## config.mk

```make
export PLATFORM = sky130hd
export DESIGN_NAME = clk_div_switch_flat
export DESIGN_NICKNAME = d
export VERILOG_FILES = /design/src/rtl/clk_div_switch_if.sv /design/src/rtl/clk_div_switch.sv /design/src/flat_wrapper.sv
export SDC_FILE = /design/constraint.sdc
export NUM_CORES = 1
export LEC_CHECK = 0
export CORE_ASPECT_RATIO = 2
export CORE_UTILIZATION = 25
export DETAILED_ROUTE_END_ITERATION = 12
export PLACE_DENSITY = 0.51
export SKIP_LAST_GASP = 1
export SYNTH_ARGS = -nofsm -noshare
export SYNTH_HDL_FRONTEND = slang
export SYNTH_SLANG_ARGS = --single-unit
```

## constraint.sdc

```tcl
create_clock -name clk -period 3.9 [get_ports clk]
set_clock_uncertainty 0.1 [all_clocks]
set_input_delay 0.39 -clock clk [delete_from_list [all_inputs] [get_ports clk]]
set_output_delay 0.39 -clock clk [all_outputs]
set_load 0.02 [all_outputs]
```

## src/rtl/clk_div_switch_if.sv

```systemverilog
// clk_div_switch_if: control, status and clock-out signals of clk_div_switch.
//   master modport : request side (drives clk_en, div_req, div_ratio)
//   slave modport  : divider side (drives busy, div_ack, cur_ratio, rise_stb, clk_o)
// All signals belong to the source clock domain except clk_o, which is the divided clock.
interface clk_div_switch_if #(
  parameter int unsigned CNT_W = 8
) ();
  logic             clk_en;     // level: 1 = run, 0 = stop at the next period boundary
  logic             div_req;    // ratio change request, sampled while busy = 0
  logic [CNT_W-1:0] div_ratio;  // requested ratio, captured with div_req
  logic             busy;       // request captured, not yet applied
  logic             div_ack;    // one-cycle pulse when the new ratio takes effect
  logic [CNT_W-1:0] cur_ratio;  // ratio currently in effect
  logic             rise_stb;   // one-cycle pulse on the cycle clk_o goes high
  logic             clk_o;      // divided clock

  modport master (
    output clk_en, div_req, div_ratio,
    input  busy, div_ack, cur_ratio, rise_stb, clk_o
  );

  modport slave (
    input  clk_en, div_req, div_ratio,
    output busy, div_ack, cur_ratio, rise_stb, clk_o
  );
endinterface

```

## src/rtl/clk_div_switch.sv

```systemverilog
// clk_div_switch: glitch-free programmable clock divider.
//   Divides clk by a run-time ratio R (2..2^CNT_W-1). clk_o is high for H = R>>1 cycles and
//   low for R-H cycles. Ratio changes and stop requests take effect only on the last low cycle
//   of a period, so every high and low phase belongs to exactly one ratio's period.
// Ports:
//   clk  : source clock (posedge; negedge only with CLK_DIV_ODD_DUTY50_EN)
//   rst  : asynchronous, active-high reset
//   bus  : clk_div_switch_if.slave (clk_en, div_req, div_ratio in; busy, div_ack, cur_ratio,
//          rise_stb, clk_o out)
// Parameters:
//   CNT_W     : width of ratio and period counter
//   DEF_RATIO : ratio in effect after reset (0/1 clamp to 2)
// Registers update with zero delay; no simulation-only assignment delay is modelled.
// Optional feature (macro CLK_DIV_ODD_DUTY50_EN): for odd R a negedge flop extends the high
//   phase by half a cycle, giving an exact 50% duty cycle. Undefined: odd R is low-biased.
module clk_div_switch #(
  parameter int unsigned CNT_W     = 8,
  parameter int unsigned DEF_RATIO = 4
) (
  input logic              clk,
  input logic              rst,
  clk_div_switch_if.slave  bus
);

  typedef enum logic [0:0] {StStop, StRun} state_e;

  localparam logic [CNT_W-1:0] Two      = CNT_W'(2);
  localparam logic [CNT_W-1:0] DefRatio = (DEF_RATIO < 2) ? Two : CNT_W'(DEF_RATIO);

  function automatic logic [CNT_W-1:0] clamp_ratio(input logic [CNT_W-1:0] r);
    return (r < Two) ? Two : r;
  endfunction

  state_e           state_q, state_d;
  logic [CNT_W-1:0] cnt_q, cnt_d;
  logic [CNT_W-1:0] cur_q, cur_d;
  logic [CNT_W-1:0] pend_q, pend_d;
  logic             clk_q, clk_d;
  logic             busy_q, busy_d;
  logic             ack_q, ack_d;
  logic             rise_q, rise_d;
  logic             boundary;
  logic             apply;

  always_comb begin
    state_d  = state_q;
    cnt_d    = cnt_q;
    cur_d    = cur_q;
    pend_d   = pend_q;
    busy_d   = busy_q;
    ack_d    = 1'b0;
    apply    = 1'b0;
    boundary = (state_q == StRun) && (cnt_q == (cur_q - CNT_W'(1)));

    unique case (state_q)
      StStop: begin
        cnt_d = '0;
        // No clock activity to protect, so a pending ratio applies immediately.
        apply = busy_q;
        if (bus.clk_en) begin
          state_d = StRun;
        end
      end
      StRun: begin
        if (boundary) begin
          cnt_d = '0;
          apply = busy_q;
          if (!bus.clk_en) begin
            state_d = StStop;
          end
        end else begin
          cnt_d = cnt_q + CNT_W'(1);
        end
      end
      default: begin
        state_d = StStop;
        cnt_d   = '0;
      end
    endcase

    if (apply) begin
      cur_d  = pend_q;
      busy_d = 1'b0;
      ack_d  = 1'b1;
    end

    // apply needs busy_q = 1, so capture and apply never coincide; a request arriving on a
    // boundary cycle therefore waits for the following boundary.
    if (!busy_q && bus.div_req) begin
      pend_d = clamp_ratio(bus.div_ratio);
      busy_d = 1'b1;
    end

    // Phase computed from the ratio that governs the next cycle.
    clk_d  = (state_d == StRun) && (cnt_d < (cur_d >> 1));
    rise_d = (state_d == StRun) && (cnt_d == '0);
  end

  always_ff @(posedge clk or posedge rst) begin
    if (rst) begin
      state_q <= StStop;
      cnt_q   <= '0;
      cur_q   <= DefRatio;
      pend_q  <= '0;
      clk_q   <= 1'b0;
      busy_q  <= 1'b0;
      ack_q   <= 1'b0;
      rise_q  <= 1'b0;
    end else begin
      state_q <= state_d;
      cnt_q   <= cnt_d;
      cur_q   <= cur_d;
      pend_q  <= pend_d;
      clk_q   <= clk_d;
      busy_q  <= busy_d;
      ack_q   <= ack_d;
      rise_q  <= rise_d;
    end
  end

  assign bus.busy      = busy_q;
  assign bus.div_ack   = ack_q;
  assign bus.cur_ratio = cur_q;
  assign bus.rise_stb  = rise_q;

`ifdef CLK_DIV_ODD_DUTY50_EN
  // Half-cycle extension of the high phase for odd ratios: the negedge copy of clk_q holds
  // clk_o high until the middle of the first low cycle.
  logic neg_q, neg_d;

  always_comb begin
    neg_d = (state_q == StRun) && cur_q[0] && clk_q;
  end

  always_ff @(negedge clk or posedge rst) begin
    if (rst) begin
      neg_q <= 1'b0;
    end else begin
      neg_q <= neg_d;
    end
  end

  assign bus.clk_o = clk_q | neg_q;
`else
  assign bus.clk_o = clk_q;
`endif

endmodule

```

## src/flat_wrapper.sv

```systemverilog
// flat-port wrapper written by rule: the top's interface ports become plain ports
module clk_div_switch_flat 
#(
  parameter int unsigned CNT_W     = 8,
  parameter int unsigned DEF_RATIO = 4
)
  (clk, rst, bus_clk_en, bus_div_req, bus_div_ratio, bus_busy, bus_div_ack, bus_cur_ratio, bus_rise_stb, bus_clk_o);
  clk_div_switch_if #(.CNT_W(CNT_W)) bus_i ();
  input logic clk;
  input logic rst;
  input wire logic [$bits(bus_i.clk_en)-1:0] bus_clk_en;
  input wire logic [$bits(bus_i.div_req)-1:0] bus_div_req;
  input wire logic [$bits(bus_i.div_ratio)-1:0] bus_div_ratio;
  output wire logic [$bits(bus_i.busy)-1:0] bus_busy;
  output wire logic [$bits(bus_i.div_ack)-1:0] bus_div_ack;
  output wire logic [$bits(bus_i.cur_ratio)-1:0] bus_cur_ratio;
  output wire logic [$bits(bus_i.rise_stb)-1:0] bus_rise_stb;
  output wire logic [$bits(bus_i.clk_o)-1:0] bus_clk_o;
  assign bus_i.clk_en = bus_clk_en;
  assign bus_i.div_req = bus_div_req;
  assign bus_i.div_ratio = bus_div_ratio;
  assign bus_busy = bus_i.busy;
  assign bus_div_ack = bus_i.div_ack;
  assign bus_cur_ratio = bus_i.cur_ratio;
  assign bus_rise_stb = bus_i.rise_stb;
  assign bus_clk_o = bus_i.clk_o;
  clk_div_switch #(.CNT_W(CNT_W), .DEF_RATIO(DEF_RATIO)) u_core (.clk(clk), .rst(rst), .bus(bus_i));
endmodule
```

==> After elaboration in Yosys (flattened, before gate mapping) <==
Cells that the tools add are included.
{ "totals": {"register_bits": 29, "input_bits": 12, "output_inout_bits": 12, "wordCells": 34} }
{ "classes": {"n_addsub": 2, "magnitude_cmp": 2, "n_eq_ne": 1, "n_mux": 12, "bitwise": 1, "n_reduce_logical": 7} }
{ "ops": {"columns": ["op", "count"], "rows": [
  ["$mux 8", 3],
  ["$pmux 8 s2", 1],
  ["$add 8x1->8 const B", 1],
  ["$eq 8x8->1", 1],
  ["$logic_not 8->1", 1],
  ["$lt 8x2->1 const B", 1],
  ["$lt 8x7->1", 1],
  ["$sub 8x1->8 const B", 1],
  ["$mux 1", 6],
  ["$logic_and 1x1->1", 4],
  ["$pmux 1 s2", 2],
  ["$reduce_bool 2->1", 1],
  ["$logic_not 1->1", 1],
  ["$not 1->1", 1]
]} }

==> Depth between registers and ports, before layout <==
Gate-level depths: netlist of the first run.
{ "depth": {"ltp_word": 8, "depth_mapped": 17, "depth_no_buf": 15} }

==> Least setup slack after synthesis of the first run <==
Ideal clock, no wire load.
{ "synth_timing": {"kind": "register -> register", "start": "register u_core.cur_q[0] (netlist: u_core.bus.cur_ratio[0])", "end": "register u_core.clk_q (netlist: u_core.bus.clk_o)", "setup_ns": 0.104, "t_arrival_ns": 3.624, "required_ns": 3.696, "slack_ns": 0.072, "stages_incl_launch_ff": 18, "path_buffers": 2, "period_less_slack_ns": 3.828, "cell_sequence": "dfrtp_1 buf_6 inv_1 ha_1 nor3b_1 xnor2_1 nand3_1 or4_4 o21ai_4 nand2_4 buf_6 mux2i_1 ha_1 and3_1 nand4_1 nor2_1 or3_1 a221oi_1"} }
{ "synth_between": {"elab_chain_cells": 8, "word_cells_on_any_way": 12, "cone_classes": "add/sub: 1; order compare: 1; eq/ne: 1; mux: 7; reduce/logical: 2"} }
{ "synth_lines": {"columns": ["element", "line_no", "rtl"], "rows": [
  ["start, declared", "clk_div_switch.sv:36", "logic [CNT_W-1:0] cur_q, cur_d;"],
  ["start signal, assigned", "clk_div_switch.sv:103", "cur_q <= DefRatio;"],
  ["start signal, assigned", "clk_div_switch.sv:112", "cur_q <= cur_d;"],
  ["$sub 8x1->8 *", "clk_div_switch.sv:53", "boundary = (state_q == StRun) && (cnt_q == (cur_q - CNT_W'(1)));"],
  ["$eq 8x8->1 *", "clk_div_switch.sv:53", null],
  ["$logic_and 1x1->1 *", "clk_div_switch.sv:53", null],
  ["$mux 1", "clk_div_switch.sv:65", "if (boundary) begin"],
  ["$pmux 1 s2", "clk_div_switch.sv:55", "unique case (state_q)"],
  ["$mux 8", "clk_div_switch.sv:81", "if (apply) begin"],
  ["$lt 8x7->1", "clk_div_switch.sv:95", "clk_d = (state_d == StRun) && (cnt_d < (cur_d >> 1));"],
  ["$logic_and 1x1->1 *", "clk_div_switch.sv:95", null],
  ["net u_core.clk_d", "clk_div_switch.sv:38", "logic clk_q, clk_d;"],
  ["end signal, assigned", "clk_div_switch.sv:114", "clk_q <= clk_d;"],
  ["end, declared", "clk_div_switch.sv:38", null]
]} }
Mark *: on every way through the listed nets, which the timed path passes. The rest lies on a longest branch.
A chain may end at the register's enable or synchronous reset.

==> Worst setup path after layout of the first run <==
Same ends and word-level chain as after synthesis.

==> key figures, run 1 <==
Run status
  • Status: finished, final reports clean

Clock tree
  • Htree depth: 2
  • Post-CTS Resized: 0
  • Hold_buf cts: 0
  • Post-CTS setup buffer count: 0
  • CTS root buffer: clkbuf_16
  • Clk pin slew, worst setup/hold paths: 50 ps
  • CTS Buf Count: 5
  • Clk sinks: 29
  • CTS tree: built
  • Clk_lat worst skew: 270 ps
  • Clock tree buffer depth: 2

Floorplanning
  • I/O pin count: 24
  • Initial core utilization: 25.8%
  • Placement Rows: 42
  • CORE AREA: 6620 sq um
  • Chip height: 119 um
  • Die area: 7180 sq um
  • Die Width: 60.4 um

Layout
  • Ratio of cells with drive above 1 in the final layout: 12.6%
  • Diode count: 0
  • Area growth syn-to-layout: 27.1%
  • NumNets Final: 217
  • Register Area: 727 sq um
  • Number of fillers in the final layout: 729
  • Footprint of the multi-input gates: 898 sq um

Global routing
  • Largest net degree at the start of global routing: 30
  • Vias in the first global route: 1,417
  • First-pass GRT wire length: 7020 um
  • GRT Total Usage: 13.8%
  • GRT overflow: 0
  • Initial antenna violation count: 0

Setup path
  • Critical path class: flip-flop to flip-flop
  • Data required, critical path: 3970 ps
  • Setup crit start kind: flip-flop
  • Max incr delay on CP: 510 ps
  • Critical path's slowest cell: or4_4
  • Most used cell, CP: ha_1
  • Peak fanout along the critical path: 15
  • Critical path endpoint category: flip-flop
  • R2R Setup Slk: 320 ps
  • Crit-path cells: inv_1 -> ha_1 -> nor3b_1 -> xnor2_1 -> nand3_1 -> or4_4 -> o21ai_4 -> nand2_4 -> mux2i_1 -> ha_1 -> and3_1 -> nand4_1 -> nor2_1 -> or3_1 -> a221oi_1
  • Worst Path Arrival: 3640 ps

Detailed routing
  • Routed wire length: 4170 um
  • DR WL/cell: 14.6 um
  • Via density: 4.62
  • Initial drt markers: 19
  • Post-route DRC: 0
  • Initial DRT Pass Iterations: 4
  • Vias: 1,321
  • Remaining antenna violation count: 0

Power and ir drop
  • Worst VDD drop: 0.306 mV
  • Clock power frac: 52.3%
  • Power Density: 320 nW/um^2
  • Sequential Power Share: 44.4%
  • Comb pwr share: 3.3%
  • Pint: 551 uW
  • Switching share of power: 20.8%
  • Leak: 0.00101 uW
  • Switch Pwr: 144 uW

Yosys
  • Synth Flop Type: dfrtp_1
  • Top cells by area, synth: dfrtp_1, ha_1, xnor2_1
  • Flops & latches, synth: 29
  • Mapped Area: 1710 sq um
  • EDFF count, synth: 0
  • Unique cell type count in the Yosys netlist: 41
  • Sequential element share of the synthesized area: 42.6%
  • Mapped Cells: 170
  • Synth async-reset ratio: 100%
  • Mapped Nets: 190
  • Synth top cells by count: dfrtp_1, nand2_1, nor2_1, xnor2_1
  • Yosys top cell area share: 41.1%
  • Avg Synthesized Cell Area: 10.0 sq um
  • Top-count cell post-synth: dfrtp_1
  • Synth warn: 0
  • Biggest area consumer among synthesized cells: dfrtp_1

Placed design
  • Post-detail-place hpwl: 3340 um
  • Placer Congestion: 0.807
  • Number of port buffers: 23

STA
  • Min Hold Slack: 400 ps
  • Setup repair after global routing missed its margin: no
  • Fmax achieved: 0.280 GHz
  • Total negative setup slack: 0 ps
  • Final-report max-slew violation count: 0
  • Final hold violation count: 0
  • Max_slew headroom: 24.3%
  • Endpoints failing setup: 0
  • Final period util: 91.7%
  • Tmin final: 3580 ps
  • Worst-Margin Slew: 1130 ps

Run
  • Max cap viols: 0

Hold path
  • Hold Crit Class: flip-flop to flip-flop
==> placed cells by master (no fill, tap or decap), types with 3 or more instances in the layout <==
master / n
dfrtp_1: 28
nand2_1: 23
clkdlybuf4s50_1: 23
nor2_1: 13
xnor2_1: 11
nor3_1: 8
xor2_1: 8
ha_1: 8
inv_1: 7
mux2i_1: 6
mux2_2: 5
clkbuf_16: 5
buf_4: 5
nand3_1: 4
a21o_1: 4
and3_1: 3
o21ai_0: 3
mux2_4: 3
==> final timing paths <==
kind | start | to | depth (start not counted)
max in group asynchronous | rst | u_core.pend_q[2] | 2
worst max-delay path | u_core.bus.cur_ratio[0] | u_core.bus.clk_o | 15
worst min register to register | u_core.pend_q[6] | u_core.pend_q[6] | 2
worst max register to register | u_core.bus.cur_ratio[0] | u_core.bus.clk_o | 15
min in group asynchronous | rst | u_core.bus.rise_stb | 2
worst min-delay path | u_core.pend_q[6] | u_core.pend_q[6] | 2
==> power by group through the flow <==
stage / Clock [uW] / Combinational, uW / Sequential (uW)
after floorplan: 0 / 8.25 / 312
after global placement: 0 / 23.4 / 314
after detailed placement: 0 / 23.4 / 314
after CTS: 370 / 23.6 / 309
after global routing: 387 / 25.8 / 309
final: 364 / 22.8 / 309
==> logic make-up (layout without fill, tap and decap cells) <==
| family | after synthesis | count (layout) | synth area share (%) |
|---|---|---|---|
| compound gates | 18 | 18 | 8.00 |
| xor+xnor | 19 | 19 | 9.76 |
| fa+ha+maj | 8 | 8 | 5.87 |
| buf+inv | 15 | 43 | 4.70 |
| flops | 29 | 29 | 42.6 |
| mux | 14 | 14 | 9.46 |
| simple gates | 67 | 67 | 19.6 |
==> routing by layer <==
metal | routed length [um] | global-route usage [%]
met5 | 0 | 0
met4 | 254 | 10.6
met3 | 68 | 2.19
met2 | 2380 | 24.3
met1 | 1470 | 13.1
==> worst max-delay path, delay by kind of cell (launching register included) <==
family | cells | cell delay, ps
AND/OR/NAND/NOR | 8 | 1650
adder cells (fa/ha/maj) | 2 | 430
buffers and inverters | 1 | 60
multiplexers | 1 | 240
XOR/XNOR | 1 | 160
flip-flops | 1 | 370
AO/OA/AOI/OAI | 2 | 460
==> registers in the layout, summed over array words and instances (netlist names) <==
register and cells:
u_core.pend_q 8, u_core.bus.busy 1, u_core.cnt_q 8, u_core.state_q 1, u_core.bus.div_ack 1, u_core.bus.cur_ratio 8, u_core.bus.rise_stb 1, u_core.bus.clk_o 1
==> metrics by stage <==
stage / util, % / cell area, sq um / setup WS, ps / total power (uW) / std cells
2_1_floorplan: - / 1710 / 72.0 / 320 / 170
3_3_place_gp: 30.7 / 2030 / 334 / 337 / 278
3_5_place_dp: 30.7 / 2030 / 320 / 337 / 278
4_1_cts: 32.7 / 2170 / 298 / 702 / 286
5_1_grt: 32.7 / 2170 / 10.6 / 722 / 286
6_report: 32.7 / 2170 / 325 / 695 / 286
==> layout make-up <==
type	instances	share of cell area [%]
clock buffer	6	5.94
timing repair buffer	28	12.3
tap	88	5.08
sequential	29	33.5
clock inverter	2	0.462
multi-input combinational	126	41.4
inverter	7	1.21
No activity file was read; power rests on OpenSTA's default activity.
==> run 2: changes to the inputs <==
--- a/config.mk
+++ b/config.mk
@@ -8,7 +8,7 @@
 export CORE_ASPECT_RATIO = 2
 export CORE_UTILIZATION = 25
 export DETAILED_ROUTE_END_ITERATION = 12
-export PLACE_DENSITY = 0.51
+export PLACE_DENSITY = 0.5
 export SKIP_LAST_GASP = 1
 export SYNTH_ARGS = -nofsm -noshare
 export SYNTH_HDL_FRONTEND = slang
==> constraint.sdc (replaced) <==
create_clock -name clk -period 4.2 [get_ports clk]
set_clock_uncertainty 0.1 [all_clocks]
set_input_delay 0.42 -clock clk [delete_from_list [all_inputs] [get_ports clk]]
set_output_delay 0.42 -clock clk [all_outputs]
set_load 0.02 [all_outputs]
==> key figures, run 2 (synthesis results as in run 1) <==
Clock tree
  • CTS tree: built
  • Post-CTS setup buffer count: 0 (unchanged)
  • CTS root buffer: clkbuf_16
  • Clk_lat worst skew: 280 ps (about the same)
  • Clk pin slew, worst setup/hold paths: 50 ps (about the same)
  • Post-CTS Resized: 0 (unchanged)
  • CTS Buf Count: 5 (unchanged)
  • Hold_buf cts: 0 (unchanged)
  • Clk sinks: 29 (unchanged)
  • Htree depth: 2 (unchanged)
  • Clock tree buffer depth: 2 (unchanged)

Global routing
  • First-pass GRT wire length: 6930 um (-1.3%)
  • GRT overflow: 0 (unchanged)
  • Vias in the first global route: 1,316 (-7.1%)
  • GRT Total Usage: 13.8% (+0.062 points)
  • Initial antenna violation count: 0 (unchanged)
  • Largest net degree at the start of global routing: 30 (unchanged)

Layout
  • NumNets Final: 214 (-1.4%)
  • Area growth syn-to-layout: 26.3%
  • Commonest non-fill, non-tap cell in the layout: dfrtp_1
  • Ratio of cells with drive above 1 in the final layout: 10.8% (-1.9 points)
  • Diode count: 0 (unchanged)
  • Commonest non-fill, non-tap cells in the layout: dfrtp_1, nand2_1, clkdlybuf4s50_1
  • Number of fillers in the final layout: 715 (-1.9%)
  • Post-route cell area: 2150 sq um (-0.69%)

STA
  • Endpoints failing setup: 0 (unchanged)
  • Final hold violation count: 0 (unchanged)
  • Worst-Margin Slew: 494 ps (-640 ps)
  • Fmax achieved: 0.259 GHz (-7.2%)
  • Min Hold Slack: 394 ps (-6.08 ps)
  • Final-report max-slew violation count: 0 (unchanged)
  • Final period util: 91.8% (about the same)
  • Max_slew headroom: 66.7% (+42 points)
  • Setup repair after global routing missed its margin: no
  • Total negative setup slack: 0 ps (unchanged)
  • Tmin final: 3850 ps (+279 ps)

Detailed routing
  • DR WL/cell: 14.8 um (+1.4%)
  • Routed wire length: 4190 um (+0.34%)
  • Post-route DRC: 0 (unchanged)
  • Initial DRT Pass Iterations: 4 (unchanged)
  • Via density: 4.49 (-2.7%)
  • Initial drt markers: 22 (+3)
  • Vias: 1,272 (-3.7%)
  • Remaining antenna violation count: 0 (unchanged)

Run
  • Max cap viols: 0 (unchanged)

Setup path
  • Worst Path Arrival: 3930 ps (+290 ps)
  • Data required, critical path: 4280 ps (+310 ps)
  • Setup crit start kind: flip-flop
  • R2R Setup Slk: 350 ps (+20 ps)
  • Worst r2r src: u_core.bus.cur_ratio[0]
  • R2r endpoint: u_core.bus.clk_o
  • Cell depth of the worst flop-to-flop path: 15 (unchanged)
  • Critical path endpoint category: flip-flop
  • Peak fanout along the critical path: 15 (unchanged)
  • Critical path class: flip-flop to flip-flop

Placed design
  • Placer Congestion: 0.827 (+2.4%)
  • Post-detail-place hpwl: 3350 um (+0.44%)
  • Placed Area: 2010 sq um (-1.1%)
  • Number of port buffers: 23 (unchanged)

Floorplanning
  • CORE AREA: 6620 sq um (unchanged)
  • Initial core utilization: 25.8% (unchanged)
  • Die area: 7180 sq um (unchanged)
  • I/O pin count: 24 (unchanged)
  • Chip height: 119 um (unchanged)
  • Placement Rows: 42 (unchanged)
  • Die Width: 60.4 um (unchanged)

Hold path
  • Hold depth: 2 (unchanged)
  • Hold path endpoint: u_core.pend_q[4]
  • Hold Crit Class: flip-flop to flip-flop
  • Hold path start: u_core.pend_q[4]

Power and ir drop
  • Power Density: 307 nW/um^2 (-4.2%)
  • Worst VDD drop: 0.309 mV (+1.0%)
  • Leak: 0.000992 uW (-1.5%)

Run status
  • Status: finished, final reports clean
[run 2: cell count changes in the layout (fill, tap and decap cells not counted), sizes merged]
cell / previous run / this run
buf: 5 / 2
clkbuf: 6 / 8
clkinv: 2 / 0
[run 2: area by class of cell]
type                            count  area, sq um  area share [%]
Clock buffer                        8          146            6.80
Inverter                            7         26.3            1.22
Multi-Input combinational cell    126          898            41.7
Sequential cell                    29          727            33.8
Tap cell                           88          110            5.11
Timing Repair Buffer               25          245            11.4
[run 2: stage by stage]
stage / setup WS, ps / utilization, % / power [uW] / instances
floorplan: 372 / - / 297 / 170
global placement: 363 / 30.3 / 314 / 275
detailed placement: 300 / 30.3 / 314 / 275
CTS: 294 / 32.5 / 676 / 283
global route: 103 / 32.5 / 688 / 283
finish: 346 / 32.5 / 661 / 283
[run 2: worst max path at each step]
stage | start | to | slack, ps | depth (start not counted)
after floorplan | u_core.bus.cur_ratio[0] | u_core.bus.clk_o | 370 | 17
after global placement | u_core.bus.cur_ratio[0] | u_core.bus.clk_o | 360 | 15
after detailed placement | u_core.bus.cur_ratio[0] | u_core.bus.clk_o | 300 | 15
after CTS | u_core.bus.cur_ratio[0] | u_core.bus.clk_o | 290 | 15
after global routing | u_core.bus.cur_ratio[0] | u_core.bus.clk_o | 100 | 15
final | u_core.bus.cur_ratio[0] | u_core.bus.clk_o | 350 | 15
[run 2: worst max-delay path, stage by stage (launching register included)]
cell	delay, ps
dfrtp_1	470
inv_1	90
ha_1	250
nor3b_1	250
xnor2_1	140
nand3_1	90
or4_4	520
o21ai_4	180
nand2_4	170
mux2i_1	240
ha_1	270
and3_1	210
nand4_1	130
nor2_1	50
or3_1	300
a221oi_1	280
[run 2: power breakdown]
part | total, uW | switching, uW | internal, uW | leakage [uW]
Clock | 352 | 117 | 235 | 0.0000712
Sequential | 287 | 2.99 | 284 | 0.000368
Combinational | 22.0 | 10.3 | 11.7 | 0.000553
Total | 661 | 130 | 530 | 0.000992
[run 2: layer usage]
layer  up-vias  GRT usage (%)  part of all wire (%)
met5         -              0                     0
met4         0           7.85                   2.7
met3         7           2.41                   1.9
met2        16           25.3                    61
met1       612           13.4                    35
li1        637              -                     -
==> run 3: changes to the inputs <==
--- a/config.mk
+++ b/config.mk
@@ -6,6 +6,7 @@
 export NUM_CORES = 1
 export LEC_CHECK = 0
 export CORE_ASPECT_RATIO = 2
+export CORE_MARGIN = 2
 export CORE_UTILIZATION = 25
 export DETAILED_ROUTE_END_ITERATION = 12
 export PLACE_DENSITY = 0.5
==> key figures, run 3 (synthesis results as in run 1) <==
Run status
  • Status: finished, final reports clean

Global routing
  • Initial antenna violation count: 0 (unchanged)
  • Vias in the first global route: 1,365 (+3.7%)
  • Largest net degree at the start of global routing: 30 (unchanged)
  • GRT Total Usage: 12.6% (-1.2 points)
  • First-pass GRT wire length: 7100 um (+2.5%)
  • GRT overflow: 0 (unchanged)

Clock tree
  • Post-CTS setup buffer count: 0 (unchanged)
  • Clk pin slew, worst setup/hold paths: 50 ps (about the same)
  • Clock tree buffer depth: 2 (unchanged)
  • Clk_lat worst skew: 280 ps (about the same)
  • Htree depth: 2 (unchanged)
  • CTS tree: built
  • Hold_buf cts: 0 (unchanged)
  • CTS root buffer: clkbuf_16
  • Post-CTS Resized: 0 (unchanged)
  • CTS Buf Count: 5 (unchanged)
  • Clk sinks: 29 (unchanged)

STA
  • Fmax achieved: 0.256 GHz (-1.5%)
  • Endpoints failing setup: 0 (unchanged)
  • Final period util: 93.1% (+1.4 points)
  • Final hold violation count: 0 (unchanged)
  • Setup repair after global routing missed its margin: no
  • Worst-Margin Slew: 521 ps (+26.5 ps)
  • Tmin final: 3910 ps (+57.9 ps)
  • Max_slew headroom: 65.0% (-1.7 points)
  • Final-report max-slew violation count: 0 (unchanged)
  • Total negative setup slack: 0 ps (unchanged)

Floorplanning
  • CORE AREA: 6620 sq um (unchanged)
  • Die Width: 62.4 um (+3.3%)
  • Placement Rows: 42 (unchanged)
  • I/O pin count: 24 (unchanged)
  • Chip height: 121 um (+1.7%)
  • Die area: 7540 sq um (+5.1%)
  • Initial core utilization: 25.8% (unchanged)

Setup path
  • Max incr delay on CP: 510 ps (about the same)
  • Worst Path Arrival: 3990 ps (+60 ps)
  • Data required, critical path: 4280 ps (about the same)
  • R2R Setup Slk: 290 ps (-60 ps)
  • Crit path launch: u_core.bus.cur_ratio[0]
  • Crit-path cells: inv_1 -> ha_1 -> nor3b_1 -> xnor2_1 -> nand3_1 -> or4_4 -> o21ai_4 -> nand2_4 -> mux2i_1 -> ha_1 -> and3_1 -> nand4_1 -> nor2_1 -> or3_1 -> a221oi_1
  • Critical path's slowest cell: or4_4
  • Setup crit start kind: flip-flop
  • Crit-path leading delay family: simple AND/OR/NAND/NOR gates
  • Critical path endpoint category: flip-flop
  • Worst r2r src: u_core.bus.cur_ratio[0]
  • Most used cell, CP: ha_1
  • Cell depth of the worst flop-to-flop path: 15 (unchanged)
  • Critical path class: flip-flop to flip-flop
  • R2r endpoint: u_core.bus.clk_o
  • Peak fanout along the critical path: 15 (unchanged)
  • WP buf/inv: 1 (unchanged)

Power and ir drop
  • Sequential Power Share: 42.1% (-1.3 points)
  • Power Density: 314 nW/um^2 (+2.4%)
  • Clock power frac: 54.6% (+1.3 points)
  • Worst VDD drop: 0.249 mV (-20%)
  • Design Power: 680 uW (+2.9%)
  • Comb pwr share: 3.3% (about the same)
  • Switching share of power: 19.8% (+0.073 points)
  • Leak: 0.00100 uW (+0.88%)
  • Switch Pwr: 135 uW (+3.3%)
  • Pint: 545 uW (+2.8%)

Layout
  • Commonest non-fill, non-tap cell in the layout: dfrtp_1
  • Diode count: 0 (unchanged)
  • Area growth syn-to-layout: 26.9%
  • Post-route cell area: 2160 sq um (+0.52%)
  • Commonest non-fill, non-tap cells in the layout: dfrtp_1, nand2_1, clkdlybuf4s50_1
  • Ratio of cells with drive above 1 in the final layout: 11.8% (+1.0 points)
  • NumNets Final: 214 (unchanged)

Detailed routing
  • Routed wire length: 4320 um (+3.3%)
  • Vias: 1,292 (+1.6%)
  • Initial drt markers: 34 (+55%)
  • DR WL/cell: 15.3 um (+3.3%)
  • Via density: 4.57 (+1.6%)
  • Post-route DRC: 0 (unchanged)
  • Remaining antenna violation count: 0 (unchanged)
  • Initial DRT Pass Iterations: 4 (unchanged)

Run
  • Max cap viols: 0 (unchanged)

Placed design
  • Placer Congestion: 0.812 (-1.8%)
  • Placed Area: 2010 sq um (unchanged)
  • Post-detail-place hpwl: 3410 um (+1.5%)
  • Number of port buffers: 23 (unchanged)

Hold path
  • Hold path start: u_core.pend_q[6]
  • Hold Crit Class: flip-flop to flip-flop
  • Hold depth: 2 (unchanged)
  • Hold path endpoint: u_core.pend_q[6]
[run 3: changes by cell type in the layout (fill, tap and decap cells not counted), sizes merged]
cell    change
clkbuf      -1
clkinv      +1
[run 3: worst max path at each step]
stage	end	slack (ps)	cells after the start
5_1_grt	u_core.bus.clk_o	40	15
6_report	u_core.bus.clk_o	290	15
3_3_place_gp	u_core.bus.clk_o	330	15
4_1_cts	u_core.bus.clk_o	260	15
3_5_place_dp	u_core.bus.clk_o	290	15
2_1_floorplan	u_core.bus.clk_o	370	17
[run 3: power groups by stage]
stage               clock, uW  sequential, uW  combinational, uW
finish                    371             287               22.2
CTS                       380             287               22.9
global placement            0             291               22.8
global route              390             287               25.6
detailed placement          0             291               22.8
floorplan                   0             290               7.66
[run 3: metrics by stage]
stage	cells	worst slack (ps)	hold WS (ps)	utilization, %
after detailed placement	275	286	392	30.3
after global placement	275	326	380	30.3
final	283	288	399	32.7
after global routing	283	38.1	432	32.7
after floorplan	170	372	363	-
after CTS	283	256	404	32.7
[run 3: area by class of cell]
cell class,count,area (sq um)
Sequential cell,29,727
Fill cell,706,4460
Clock inverter,1,5.00
Timing Repair Buffer,25,245
Clock buffer,7,153
Multi-Input combinational cell,126,898
Tap cell,88,110
Inverter,7,26.3
[run 3: worst min-delay path, cell delays in order, from the launching register on]
cell and delay, ps:
dfrtp_1 350, nand2_1 50, nand2_1 60
[run 3: per-layer routing]
metal / global-route usage, % / wire [um] / vias to the layer above
met5: 0 / 0 / -
met4: 8.75 / 195 / 0
met3: 1.67 / 60 / 11
met2: 24.3 / 2510 / 18
met1: 11.9 / 1560 / 626
li1: - / - / 637
